## config.mk

```make
export PLATFORM = sky130hd
export DESIGN_NAME = cache_arbiter
export DESIGN_NICKNAME = d
export VERILOG_FILES = /design/src/rtl/cache_arbiter.sv
export SDC_FILE = /design/constraint.sdc
export NUM_CORES = 1
export LEC_CHECK = 0
export CORE_AREA = 2 2 543 545
export DETAILED_ROUTE_END_ITERATION = 8
export DIE_AREA = 0 0 545 547
export PLACE_DENSITY = 0.3
export SYNTH_ARGS = -nofsm -noshare
export SYNTH_HDL_FRONTEND = slang
export SYNTH_SLANG_ARGS = --single-unit
```

## constraint.sdc

```tcl
create_clock -name clk -period 4.45 [get_ports clk]
set_input_delay 0.89 -clock clk [delete_from_list [all_inputs] [get_ports clk]]
set_output_delay 0.89 -clock clk [all_outputs]
set_load 0.01 [all_outputs]
```

## src/rtl/cache_arbiter.sv

```systemverilog
// Merges icache and dcache line-miss ports onto one adaptor port. CACHE_ARBITER_RR_EN selects round-robin ties.
// A grant drives the adaptor 1 cycle after the request. The grant is held until resp_i, and there is at least 1 idle cycle between grants.
module cache_arbiter #(
  parameter int ADDR_W = 32,
  parameter int LINE_W = 256
) (
  input  logic              clk,
  input  logic              rst,
  input  logic [ADDR_W-1:0] i_address,
  input  logic              i_read,
  output logic [LINE_W-1:0] i_rdata,
  output logic              i_resp,
  input  logic [ADDR_W-1:0] d_address,
  input  logic              d_read,
  input  logic              d_write,
  input  logic [LINE_W-1:0] d_wdata,
  output logic [LINE_W-1:0] d_rdata,
  output logic              d_resp,
  output logic [ADDR_W-1:0] address_o,
  output logic [LINE_W-1:0] line_o,
  output logic              read_o,
  output logic              write_o,
  input  logic [LINE_W-1:0] line_i,
  input  logic              resp_i
);

  typedef enum logic [1:0] {
    IDLE    = 2'd0,
    SERVE_I = 2'd1,
    SERVE_D = 2'd2
  } state_t;

  localparam logic ICACHE = 1'b0;
  localparam logic DCACHE = 1'b1;

  state_t state;
  state_t state_nxt;
  logic   last_grant;
  logic   last_grant_nxt;
  logic   i_req;
  logic   d_req;
  logic   tie_to_d;

  assign i_req = i_read;
  assign d_req = d_read | d_write;

`ifdef CACHE_ARBITER_RR_EN
  // On a tie, grant the requester that was not served last.
  assign tie_to_d = (last_grant == ICACHE);
`else
  assign tie_to_d = 1'b1;
`endif

  always_ff @(posedge clk) begin
    if (rst) begin
      state      <= IDLE;
      last_grant <= ICACHE;
    end else begin
      state      <= state_nxt;
      last_grant <= last_grant_nxt;
    end
  end

  always_comb begin
    state_nxt      = state;
    last_grant_nxt = last_grant;
    case (state)
      IDLE: begin
        if (i_req && d_req) state_nxt = tie_to_d ? SERVE_D : SERVE_I;
        else if (d_req)     state_nxt = SERVE_D;
        else if (i_req)     state_nxt = SERVE_I;
      end
      SERVE_I: begin
        if (resp_i) begin
          state_nxt      = IDLE;
          last_grant_nxt = ICACHE;
        end
      end
      SERVE_D: begin
        if (resp_i) begin
          state_nxt      = IDLE;
          last_grant_nxt = DCACHE;
        end
      end
      default: state_nxt = IDLE;
    endcase
  end

  // Outputs depend only on the registered grant and the live inputs, so IDLE forces everything to zero.
  always_comb begin
    address_o = '0;
    line_o    = '0;
    read_o    = 1'b0;
    write_o   = 1'b0;
    i_rdata   = '0;
    i_resp    = 1'b0;
    d_rdata   = '0;
    d_resp    = 1'b0;
    case (state)
      SERVE_I: begin
        address_o = i_address;
        read_o    = 1'b1;
        if (resp_i) begin
          i_resp  = 1'b1;
          i_rdata = line_i;
        end
      end
      SERVE_D: begin
        address_o = d_address;
        line_o    = d_wdata;
        write_o   = d_write;
        read_o    = d_read & ~d_write;
        if (resp_i) begin
          d_resp  = 1'b1;
          d_rdata = line_i;
        end
      end
      default: ;
    endcase
  end

endmodule
```

# Word level (Yosys, flattened, before mapping)

Index checks and enable logic that the tools add are counted.

Bits in writable memories: 0
Input bits: 582
Output and inout port bits: 804
ROM bits: 0
Word-level logic and storage cells: 27
Bits in latches: 0
Memories kept: 0
Register bits after elaboration: 2

Reduce and logical (&&, ||, !) cells: 4
Equality and inequality tests: 4
Bitwise logic cells: 3
Shift-type cells: 0
$lt $le $gt $ge: 0
$add $sub $neg: 0
Muxes and demuxes: 15
Divide/modulo/power cells: 0
Multipliers: 0

Operator list:

| operator                                                               | count |
|---|---|
| 256-bit 2-to-1 mux                                                     | 4 |
| 32-bit case mux with 2 select lines                                    | 1 |
| 2-bit 2-to-1 mux                                                       | 4 |
| 1-bit 2-to-1 mux                                                       | 4 |
| 4-bit != test (second input constant)                                  | 1 |
| 2-bit case mux with 2 select lines                                     | 1 |
| 2-bit by 1-bit equality test with 1-bit output (second input constant) | 1 |
| 2-bit equality test (second input constant)                            | 1 |
| 2-bit logical NOT                                                      | 1 |
| 2-bit by 1-bit != test with 1-bit output (second input constant)       | 1 |
| 1-bit case mux with 2 select lines                                     | 1 |
| 2-bit AND reduction                                                    | 1 |
| 2-bit OR reduction                                                     | 1 |
| 1-bit AND                                                              | 1 |
| 1-bit logical AND                                                      | 1 |
| 1-bit inverter                                                         | 1 |
| 1-bit bitwise OR                                                       | 1 |

# Depth between registers and ports, before layout

Depth after elaboration: 4
Mapped depth: 7

# Worst setup path after synthesis

Ideal clock, no wire load.

Kind: input port to output port
Start point: input port resp_i
End point: output port d_rdata[133]
Path slack: 2048 ps
Data arrival time: 1512 ps
Stages: 4
Cells stage by stage: buf_4 buf_4 buf_2 and3_1

Longest elaborated chain between the ends: 2

RTL lines:

| element            | RTL line | source |
|---|---|---|
| start, declared    | 24       | `input logic resp_i` |
| 256-bit 2-to-1 mux | 113      | `if (resp_i) begin` |
| 256-bit 2-to-1 mux | 99       | `case (state)` |
| end, declared      | 17       | `output logic [LINE_W-1:0] d_rdata,` |

Every way passes these cells.

# Final worst setup path

Start point: register state[0]
End point: output port d_rdata[104]

Longest elaborated chain between the ends: 2

RTL lines:

| element                | RTL line | source |
|---|---|---|
| start, declared        | 36       | `state_t state;` |
| start signal, assigned | 59       | `state <= state_nxt;` |
| 2-bit equality test    | -        |  |
| 256-bit 2-to-1 mux     | 99       |  |

Every way passes these cells.

==> flow_summary_export.csv <==
group,metric,value,unit
run_status,status,"finished, final reports clean",
synthesis,synth_top_family_by_area,"simple AND/OR/NAND/NOR gates",
clocking,clock_path_buffers,2,
place,hpwl,217100,µm
timing,slew_viol_final,0,
synthesis,synth_fp_nets,1596,
clocking,numCtsBuffers,3,
synthesis,netlist_area,6146,µm²
power,p_per_area,143.1,nW/µm²
timing,clock-skew-final,0.0004697,ns
grt,grt.total_usage,14.83,%
layout,largest_reg_flops,2,
critical_path,critPathLaunchType,"flip-flop",
clocking,clk_latency,0.22,ns
routing,drtIter0Drc,867,
die,die-area,298100,µm²
min_path,hold_start,"state[1]",
routing,via_per_inst,2.342,
clocking,cts_tree,"done",
synthesis,yosys.area_share.adder,1.018,%
routing,vias,14647,
synthesis,synth_cell_types,19,
power,p_leak,0.009612,µW
critical_path,path_class,"reg2out",
timing,slew-limit-headroom,42.74,%
clocking,cts_resized,0,
clocking,post_cts_buffers,0,
timing,setup_viol,0,
critical_path,cp-end-kind,"primary output",
power,power_frac_clock,3.8,%
timing,min_period,3.995,ns
synthesis,synth_edf_count,0,
critical_path,r2r_cells,6,
critical_path,cp_max_fo,48,
layout,fillers,34269,
critical_path,required,3.56,ns
routing,firstDrtPassIters,7,
power,swShare,55.79,%
power,combPwrFrac,95.6,%
die,fp.dieH,547,µm
die,core_area,292600,µm²
die,io_pins,1386,
power,peakVddDrop,0.0001011,V
grt,grt_max_degree,144,
place,gp_congestion,0.9137,
job,drv_cap,0,
timing,worst_pin_slew,0.8562,ns
min_path,hold_class,"reg2reg",
layout,fin_nets,2880,
routing,route.detailed.drc,0,
critical_path,r2r-end,"state[1]",
synthesis,synth-simple-area-share,82.43,%
layout,utilization,8.565,%
layout,drive_gt1_share,7.289,%
die,initial_core_util,2.101,%
synthesis,seq_area_frac_synth,0.6515,%
grt,grt_pass1_wl,264000,µm
critical_path,crit_arrival,3.10,ns
die,die_w,545,µm
grt,grt.overflow.total,0,
grt,grt_pass1_vias,14367,
synthesis,synthFlopType,"dfxtp_1",
clocking,cts-root-buf,"clkbuf_16",
place,io_buffer_count,1385,
synthesis,yosys_register_bits,2,
grt,antenna_found_initial,211,
synthesis,synth.avg_cell_area,6.091,µm²
layout,syn2layout_area_growth,307.7,%
routing,ant_nets,0,
critical_path,regToRegStartpoint,"state[0]",
synthesis,synth-compound-area-share,4.357,%
synthesis,synth.area.mux_share,0,%
layout,top_regs,"state: 2 flops",
clocking,cts.clk_slew.worst_paths,0.03,ns
synthesis,yosys_warnings,0,
synthesis,synthArstFlopShare,0,%
synthesis,synth_xor_area_share,0,%
critical_path,r2r_slack,2.71,ns
min_path,hold_path_end,"state[1]",
clocking,cts_hold_buf,0,
timing,fmax,0.2503,GHz
routing,wl,232100,µm
layout,regMostFlops,"state",
timing,rsz0062_at_grt,"false",
timing,hold_viol_final,0,
die,fp-row-count,199,
min_path,holdPathStages,2,
clocking,cts.sinks,2,
routing,wl_per_cell,37.12,µm
power,seqPwrFrac,0.7,%
power,p_sw,2001,µW
clocking,htreeDepth,1,
synthesis,syn_inst,1009,
timing,setup_tns,0,ns
timing,fin_crit_sh,89.77,%
power,intPower,1586,µW
## critical path, stage by stage, from the launching register on
cell and delay, ns:
dfxtp_1 0.35, inv_1 0.20, ha_4 0.48, buf_12 0.26, buf_12 0.28, and3_1 0.54, clkdlybuf4s50_1 0.64
## cell type report
class | count | area, µm² | area share (%)
Multi-Input combinational cell | 853 | 5434 | 21.68
Inverter | 2 | 7.507 | 0.02996
Tap cell | 3919 | 4903 | 19.57
Clock buffer | 3 | 75.07 | 0.2996
Antenna cell | 43 | 107.6 | 0.4294
Timing Repair Buffer | 1431 | 14490 | 57.83
Sequential cell | 2 | 40.04 | 0.1598
## worst max-delay path by stage
stage / startpoint / to / cells after the start
4_1_cts: state[0] / d_rdata[104] / 6
5_1_grt: state[0] / d_rdata[104] / 6
2_1_floorplan: resp_i / d_rdata[133] / 4
3_3_place_gp: state[0] / d_rdata[104] / 6
6_report: state[0] / d_rdata[104] / 6
3_5_place_dp: state[0] / d_rdata[104] / 6
## layer usage
metal,wire length (µm),GRT usage (%),share of wire (%),vias up
li1,-,-,-,6110
met1,98230,18.26,42,6905
met2,95040,22.05,41,1290
met3,35490,9.808,15,250
met4,2797,1.131,1.2,92
met5,564,0,0.24,-
## synthesized netlist by cell type, types with 2 or more instances
cell / instances / area [µm²]
ha_1: 5 / 62.56
buf_4: 5 / 37.54
buf_2: 68 / 340.3
clkbuf_2: 22 / 110.1
and2_1: 259 / 1620
dfxtp_1: 2 / 40.04
a21oi_1: 3 / 15.01
a22oi_1: 32 / 240.2
inv_1: 2 / 7.510
nor2b_1: 34 / 212.7
clkbuf_1: 57 / 214.0
nor2_1: 2 / 7.510
and3_1: 512 / 3203
## kinds of logic after synthesis
group,after synthesis
AO/OA/AOI/OAI,37
buffers and inverters,154
AND/OR/NAND/NOR,811
adder cells (fa/ha/maj),5
flip-flops,2
## per-stage QoR
step	setup slack (ns)	hold slack [ns]	instance area [µm²]	power, µW	cells
floorplan	2.048	0.4765	6146	859.5	1009
global placement	0.6068	0.5931	24880	3574	6207
detailed placement	0.6243	0.5889	24880	3555	6207
CTS	0.3971	0.5935	24950	3713	6210
global route	0.3360	0.6296	24990	3791	6224
finish	0.4552	0.5932	25060	3587	6253
## power by group through the flow
stage          Sequential, µW  Clock (µW)  Combinational [µW]
6_report                 24.1         135                3430
5_1_grt                  24.4         139                3630
4_1_cts                  24.1         136                3550
3_5_place_dp             24.3           0                3530
3_3_place_gp             24.3           0                3550
2_1_floorplan            22.1           0                 837
## layout by cell type (no fill, tap or decap)
cell and instances:
buf_4 115, o21ai_0 1, nand3b_1 1, clkdlybuf4s50_1 1270
o21a_1 1, clkbuf_16 3, nand2b_1 1, ha_1 2
a21oi_1 3, buf_12 45, nor3_1 1, a22oi_1 32
dfxtp_1 2, and3_1 512, nor2_1 2, diode_2 43
buf_8 1, and2_1 259, nor2b_1 34, ha_4 3
nand2_1 1, inv_1 2
Note: power is estimated with default switching activity, not from simulation.
